[src/rtl/unified_mem_arbiter.sv]
// Arbiter that shares one single-ported memory between instruction fetch (IF)
// and data memory (DM) requesters. DM normally has priority; a starvation counter makes sure IF is eventually served.
module unified_mem_arbiter #(
  parameter int unsigned STARVE_MAX = 4
) (
  input  logic        clk,
  input  logic        rst,
  input  logic        if_req,
  input  logic [31:0] if_addr,
  input  logic        if_flush,
  output logic        if_rvalid,
  output logic [31:0] if_rdata,
  output logic        if_stall,
  input  logic        dm_req,
  input  logic        dm_we,
  input  logic [31:0] dm_addr,
  input  logic [3:0]  dm_be,
  input  logic [31:0] dm_wdata,
  output logic        dm_rvalid,
  output logic [31:0] dm_rdata,
  output logic        dm_stall,
  output logic        mem_req,
  output logic        mem_we,
  output logic [29:0] mem_addr,
  output logic [3:0]  mem_be,
  output logic [31:0] mem_wdata,
  input  logic [31:0] mem_rdata,
  input  logic        mem_ready
);

  localparam int unsigned CW = (STARVE_MAX < 1) ? 1 : $clog2(STARVE_MAX + 1);

  typedef enum logic [1:0] {
    IDLE     = 2'd0,
    SERVE_IF = 2'd1,
    SERVE_DM = 2'd2,
    DONE     = 2'd3
  } state_t;

  state_t          state_r;
  state_t          state_nxt_s;
  logic [CW-1:0]   starve_cnt_r;
  logic            kill_r;
  logic            served_if_r;
  logic            mem_req_r;
  logic            we_r;
  logic [29:0]     addr_r;
  logic [3:0]      be_r;
  logic [31:0]     wdata_r;
  logic [31:0]     if_rdata_r;
  logic [31:0]     dm_rdata_r;
  logic            if_grantable_s;
  logic            starve_max_s;
  logic            grant_dm_s;
  logic            grant_if_s;
  logic            unused_s;

  // The two low address bits select a byte lane and are not needed for a word address.
  assign unused_s = ^{if_addr[1:0], dm_addr[1:0]};

  assign if_grantable_s = if_req & ~if_flush;
  assign starve_max_s   = (starve_cnt_r == CW'(STARVE_MAX));
  assign grant_dm_s     = (state_r == IDLE) & dm_req & ~(if_grantable_s & starve_max_s);
  assign grant_if_s     = (state_r == IDLE) & if_grantable_s & ~grant_dm_s;

  // Next-state logic
  always_comb begin
    state_nxt_s = state_r;
    case (state_r)
      IDLE: begin
        if (grant_dm_s) begin
          state_nxt_s = SERVE_DM;
        end else if (grant_if_s) begin
          state_nxt_s = SERVE_IF;
        end else begin
          state_nxt_s = IDLE;
        end
      end
      SERVE_IF, SERVE_DM: begin
        if (mem_ready) begin
          state_nxt_s = DONE;
        end else begin
          state_nxt_s = state_r;
        end
      end
      DONE:    state_nxt_s = IDLE;
      default: state_nxt_s = IDLE;
    endcase
  end

  // State register
  always_ff @(posedge clk or negedge rst) begin
    if (!rst) begin
      state_r <= IDLE;
    end else begin
      state_r <= state_nxt_s;
    end
  end

  // Latch the granted request; the memory port only ever sees these copies
  always_ff @(posedge clk or negedge rst) begin
    if (!rst) begin
      addr_r      <= 30'd0;
      we_r        <= 1'b0;
      be_r        <= 4'd0;
      wdata_r     <= 32'd0;
      served_if_r <= 1'b0;
      mem_req_r   <= 1'b0;
    end else if (grant_dm_s) begin
      addr_r      <= dm_addr[31:2];
      we_r        <= dm_we;
      be_r        <= dm_be;
      wdata_r     <= dm_wdata;
      served_if_r <= 1'b0;
      mem_req_r   <= 1'b1;
    end else if (grant_if_s) begin
      addr_r      <= if_addr[31:2];
      we_r        <= 1'b0;
      be_r        <= 4'hF;
      wdata_r     <= 32'd0;
      served_if_r <= 1'b1;
      mem_req_r   <= 1'b1;
    end else if (mem_req_r && mem_ready) begin
      mem_req_r   <= 1'b0;
    end else begin
      mem_req_r   <= mem_req_r;
    end
  end

  // Count DM grants that overtake a waiting fetch
  always_ff @(posedge clk or negedge rst) begin
    if (!rst) begin
      starve_cnt_r <= '0;
    end else if (!if_req || grant_if_s) begin
      starve_cnt_r <= '0;
    end else if (grant_dm_s && !starve_max_s) begin
      starve_cnt_r <= starve_cnt_r + CW'(1);
    end else begin
      starve_cnt_r <= starve_cnt_r;
    end
  end

  // A flush during a fetch lets the memory cycle finish but discards its result
  always_ff @(posedge clk or negedge rst) begin
    if (!rst) begin
      kill_r <= 1'b0;
    end else if (state_r == SERVE_IF && if_flush) begin
      kill_r <= 1'b1;
    end else if (state_r == DONE) begin
      kill_r <= 1'b0;
    end else begin
      kill_r <= kill_r;
    end
  end

  // Capture read data on the completing edge
  always_ff @(posedge clk or negedge rst) begin
    if (!rst) begin
      if_rdata_r <= 32'd0;
      dm_rdata_r <= 32'd0;
    end else begin
      if (state_r == SERVE_IF && mem_ready && !kill_r && !if_flush) begin
        if_rdata_r <= mem_rdata;
      end else begin
        if_rdata_r <= if_rdata_r;
      end
      if (state_r == SERVE_DM && mem_ready && !we_r) begin
        dm_rdata_r <= mem_rdata;
      end else begin
        dm_rdata_r <= dm_rdata_r;
      end
    end
  end

  assign if_rvalid = (state_r == DONE) & served_if_r & ~kill_r & ~if_flush;
  assign dm_rvalid = (state_r == DONE) & ~served_if_r;
  assign if_stall  = if_req & ~if_rvalid;
  assign dm_stall  = dm_req & ~dm_rvalid;
  assign if_rdata  = if_rdata_r;
  assign dm_rdata  = dm_rdata_r;
  assign mem_req   = mem_req_r;
  assign mem_we    = we_r;
  assign mem_addr  = addr_r;
  assign mem_be    = be_r;
  assign mem_wdata = wdata_r;

endmodule

[config.mk]
export PLATFORM = sky130hd
export DESIGN_NAME = unified_mem_arbiter
export DESIGN_NICKNAME = d
export VERILOG_FILES = /design/src/rtl/unified_mem_arbiter.sv
export SDC_FILE = /design/constraint.sdc
export NUM_CORES = 1
export LEC_CHECK = 0
export CELL_PAD_IN_SITES_DETAIL_PLACEMENT = 1
export CELL_PAD_IN_SITES_GLOBAL_PLACEMENT = 2
export CORE_ASPECT_RATIO = 1.5
export CORE_MARGIN = 1
export CORE_UTILIZATION = 28
export DETAILED_ROUTE_END_ITERATION = 10
export HOLD_SLACK_MARGIN = 0.08
export PLACE_DENSITY = 0.91
export SETUP_SLACK_MARGIN = 0.02
export SLEW_MARGIN = 20
export SYNTH_ARGS = -nofsm -noshare
export SYNTH_HDL_FRONTEND = slang
export SYNTH_SLANG_ARGS = --single-unit
[constraint.sdc]
create_clock -name clk -period 4.2 [get_ports clk]
set_input_delay 0.84 -clock clk [delete_from_list [all_inputs] [get_ports clk]]
set_output_delay 0.84 -clock clk [all_outputs]
set_load 0.1 [all_outputs]
Word level (Yosys, flattened, before mapping)

Index checks and enable logic that the tools add are counted.

Bits in registers: 139
Input bits: 139
Output and inout port bits: 136
Word-level logic and storage cells: 77

Add/sub/neg operators: 1
Equality and inequality tests: 5
Mux-type cells: 21
Bitwise gates (word level): 19
Reduce and logical (&&, ||, !) cells: 20

Operator list:

| kind                                                                   | count |
|---|---|
| 32-bit two-way mux                                                     | 2 |
| 30-bit two-way mux                                                     | 2 |
| 1-bit AND                                                              | 12 |
| 1-bit two-way mux                                                      | 10 |
| 1-bit logical AND                                                      | 8 |
| 4-bit two-way mux                                                      | 2 |
| 1-bit NOT                                                              | 7 |
| 3-bit two-way mux                                                      | 2 |
| 2-bit case mux with 3 select lines                                     | 1 |
| 2-bit nonzero test                                                     | 3 |
| 1-bit zero test                                                        | 5 |
| 2-bit equality test (second input constant)                            | 2 |
| 2-bit two-way mux                                                      | 2 |
| 3-bit by 1-bit adder with 3-bit output (second input constant)         | 1 |
| 3-bit equality test (second input constant)                            | 1 |
| 3-bit nonzero test                                                     | 1 |
| 2-bit by 1-bit equality test with 1-bit output (second input constant) | 1 |
| 2-bit zero test                                                        | 1 |
| 2-bit inequality test (second input constant)                          | 1 |
| 2-bit OR reduction                                                     | 1 |
| 1-bit logical OR                                                       | 1 |

Logic depth before layout (Yosys ltp)

Depth in word-level cells: 10
Gate-level depth with buffers: 7
Mapped depth without buffers: 5

Least setup slack after synthesis

OpenSTA, ideal clock, no wires.

Path kind: reg-to-output
Start: register state_r[0]
End: output dm_stall
Arrival time: 2.906 ns
Required time: 3.360 ns
Setup slack: 0.454 ns
Stages on the path, launching flop included: 4
Buffers on the path: 0
Cells stage by stage: dfrtp_1 > ha_1 > nor2b_1 > nor2_1

Longest elaborated chain between the ends: 4

RTL lines:

| element                | line | RTL |
|---|---|---|
| start, declared        | 40   | `state_t state_r;` |
| start signal, assigned | 96   | `state_r <= state_nxt_s;` |
| 2-bit equality test    | 176  | `assign dm_rvalid = (state_r == DONE) & ~served_if_r;` |
| 1-bit AND              | 176  |  |
| net dm_rvalid          | 19   | `output logic dm_rvalid,` |
| 1-bit NOT              | 178  | `assign dm_stall = dm_req & ~dm_rvalid;` |
| 1-bit AND              | 178  |  |
| end, declared          | 21   | `output logic dm_stall,` |

The timed path passes the listed nets, and every way through them passes these cells.

Worst setup path in the final report

Start: register state_r[0]
End: output dm_rvalid

Longest elaborated chain between the ends: 2

RTL lines:

| element             | line |
|---|---|
| 2-bit equality test | 176 |
| 1-bit AND           | 176 |
| end, declared       | 19 |

Every way passes these cells.

==> summary.md <==
| Metric | Value |
|---|---|
| Slowest cell on crit path | clkdlybuf4s50_1 |
| Die height | 181 µm |
| Clk_lat worst skew | 0.42 ns |
| Finished Layout Cells | 998 |
| RePlAce Congestion | 0.750 |
| Critical path cell sequence | ha_1 > nor2b_1 > clkdlybuf4s50_1 |
| Setup TNS | 0 ns |
| DR WL/cell | 19.9 µm |
| Ant diodes | 0 |
| Initial antenna violation count | 0 |
| Largest net degree at the start of global routing | 97 |
| I/O Pins | 275 |
| Post-synthesis adder-cell area fraction | 0.0146 |
| Hold Path Class | flop to flop |
| F_max | 302 MHz |
| CTS Buffer Depth | 2 |
| Cell family with most CP delay | buffers and inverters |
| Maxcap violations | 0 |
| Hold Slack | 0.488 ns |
| DR vias/cell | 5.10 |
| CTS root buf | clkbuf_16 |
| Postcts setup bufs | 0 |
| Min Clock Period, post-route | 3.31 ns |
| Synth top area share | 0.580 |
| CTS Sinks | 139 |
| Synth area leader | dfrtp_1 |
| Final Skew | 0.0110 ns |
| Seq/Total Area, Yosys | 0.580 |
| Final Instance Area | 0.00957 mm² |
| Setup violators final | 0 |
| Hold-fix buffers at CTS | 0 |
| Final hold viol count | 0 |
| Post-DP HPWL | 14.0 mm |
| Nets | 863 |
| Post-Place Cells | 966 |
| Total global routing overflow | 0 |
| Final WL | 19.8 mm |
| Critical path capture point type | primary output |
| #FFs+latches synth | 139 |
| Post-route ant nets | 0 |
| First-pass GRT wire length | 31.0 mm |
| WP data required | 3.36 ns |
| Status | finished clean |
| XOR/XNOR share of the synthesized area | 0 |
| Share of cells above drive strength 1 | 0.152 |
| Fin. max-slew vios | 0 |
| Relative slew slack | 0.311 |
| Largest family of logic cells by synthesized area | compound AO/OA/AOI/OAI gates |
| DRT Pass-1 Iters | 4 |
| Top flip-flop cell by instance count after synthesis | dfrtp_1 |
| Critical path data arrival time | 2.47 ns |
| Worst Path Buf+Inv | 1 |
| Top cells by instance count after synthesis | dfrtp_1, mux2_2, o21ai_0 |
| Synth area leaders | dfrtp_1, mux2_2, a22o_1 |
| Die footprint | 0.0220 mm² |
| Top-count cell post-synth | dfrtp_1 |
| Post-synth EDFFs | 0 |
| Fin crit share | 0.788 |
| Initial DRC Count | 163 |
| Compound-Gate Fraction of Synth Area | 0.187 |
| Vias in the first global route | 5,674 |
| Row count | 65 |
| Worst-path fanout max | 4 |
| RSZ-0062 raised after global routing | no |
| Synth Area in Simple Gates | 0.0538 |
| Synth warn | 0 |
| Synth unique cells | 37 |
| Worst-path clk slew | 0.06 ns |
| IO buf count | 270 |
| DP Area | 0.00890 mm² |
| Die width | 122 µm |
| Slew @ Worst Pin | 1.03 ns |
| Ys async rst share | 1.00 |
| CTS tree | built |
| Initial Util | 0.286 |
| CORE AREA | 0.0210 mm² |
| Kind of critical path | flop to primary output |
| Syn Inst Count | 458 |
| DRC viols | 0 |
| CP startpoint kind | flop |
| Synthesized net count | 604 |
| Worst stage delay on the critical path | 1.18 ns |
| Num CTS Buffers | 17 |
| Max H-tree Level | 4 |
| Routed vias | 5,090 |
| Area of the mapped netlist | 0.00600 mm² |
| Resize count post-CTS | 0 |
| Post-synthesis mux area share | 0.120 |
| Avg Inst Size Synth | 13.1 µm² |
| All-layer global routing usage | 0.184 |
| Area Overhead vs Synth | 59.5% |
registers in the layout, summed over array words and instances, names as in the netlist:
| name | flops |
|---|---|
| mem_req | 1 |
| mem_we | 1 |
| mem_addr | 30 |
| served_if_r | 1 |
| state_r | 2 |
| kill_r | 1 |
| mem_wdata | 32 |
| starve_cnt_r | 3 |
| dm_rdata | 32 |
| if_rdata | 32 |
| mem_be | 4 |
layer usage:
layer | up-vias | share of wire | GRT usage
met5 | - | 0 | 0
met4 | 0 | 0.030 | 0.0864
met3 | 39 | 0.055 | 0.0414
met2 | 196 | 0.53 | 0.328
met1 | 2597 | 0.38 | 0.203
li1 | 2258 | - | -
area by class of cell:
| type | count | area (µm²) |
|---|---|---|
| clock buffers | 19 | 443 |
| clock inverters | 13 | 221 |
| fillers | 2230 | 11400 |
| inverters | 10 | 37.5 |
| multi-input cells | 267 | 2250 |
| flip-flops and latches | 139 | 3480 |
| well taps | 268 | 335 |
| repair buffers | 282 | 2800 |
worst register-to-register path: stages (launching register included):
cell	delay [ns]
dfrtp_1	0.43
inv_1	0.13
ha_1	0.15
buf_4	0.30
nand2_1	0.58
nor2_2	0.33
buf_4	0.38
a22o_1	0.21
per-stage QoR:
step	util	worst slack (ns)
5_1_grt	0.456	0.778
4_1_cts	0.456	0.878
3_3_place_gp	0.424	0.951
6_report	0.456	0.890
2_1_floorplan	-	0.454
3_5_place_dp	0.424	0.830
layout by cell type, fill, tap and decap left out, types with 2 or more instances in the layout:
| cell type | netlist | layout |
|---|---|---|
| clkdlybuf4s50_1 | 0 | 266 |
| dfrtp_1 | 139 | 139 |
| mux2_2 | 59 | 59 |
| o21ai_0 | 34 | 34 |
| a22o_1 | 33 | 33 |
| and3_1 | 32 | 31 |
| a221oi_1 | 30 | 30 |
| a2bb2oi_1 | 30 | 30 |
| clkbuf_16 | 0 | 17 |
| buf_4 | 0 | 14 |
| inv_1 | 8 | 8 |
| ha_1 | 7 | 7 |
| bufinv_16 | 0 | 6 |
| mux2_1 | 5 | 5 |
| clkinv_2 | 0 | 5 |
| o22a_1 | 4 | 4 |
| nor2b_1 | 3 | 3 |
| a21o_1 | 3 | 3 |
| a21oi_1 | 3 | 3 |
| nor2_1 | 2 | 2 |
| inv_2 | 2 | 2 |
| nand2_1 | 2 | 2 |
| o31ai_1 | 2 | 2 |
| or3_1 | 2 | 2 |
| nor3_1 | 2 | 2 |
cells by family after synthesis:
family | after synthesis
AND/OR/NAND/NOR | 52
flip-flops | 139
multiplexers | 64
AO/OA/AOI/OAI | 144
adder cells (fa/ha/maj) | 7
buffers and inverters | 52
final timing paths:
check,endpoint,depth (start not counted),slack (ns),start
max reg2reg,mem_wdata[31],7,1.61,state_r[0]
min in group asynchronous,dm_rdata[3],1,0.50,rst
min,if_rdata[28],1,0.49,if_rdata[28]
max,dm_rvalid,3,0.89,state_r[0]
min reg2reg,if_rdata[28],1,0.49,if_rdata[28]
max in group asynchronous,if_rdata[10],2,2.82,rst
Power is left out: the tool's default activity adds up to more than one toggle a clock period on the data nets, which glitch-free logic cannot reach.
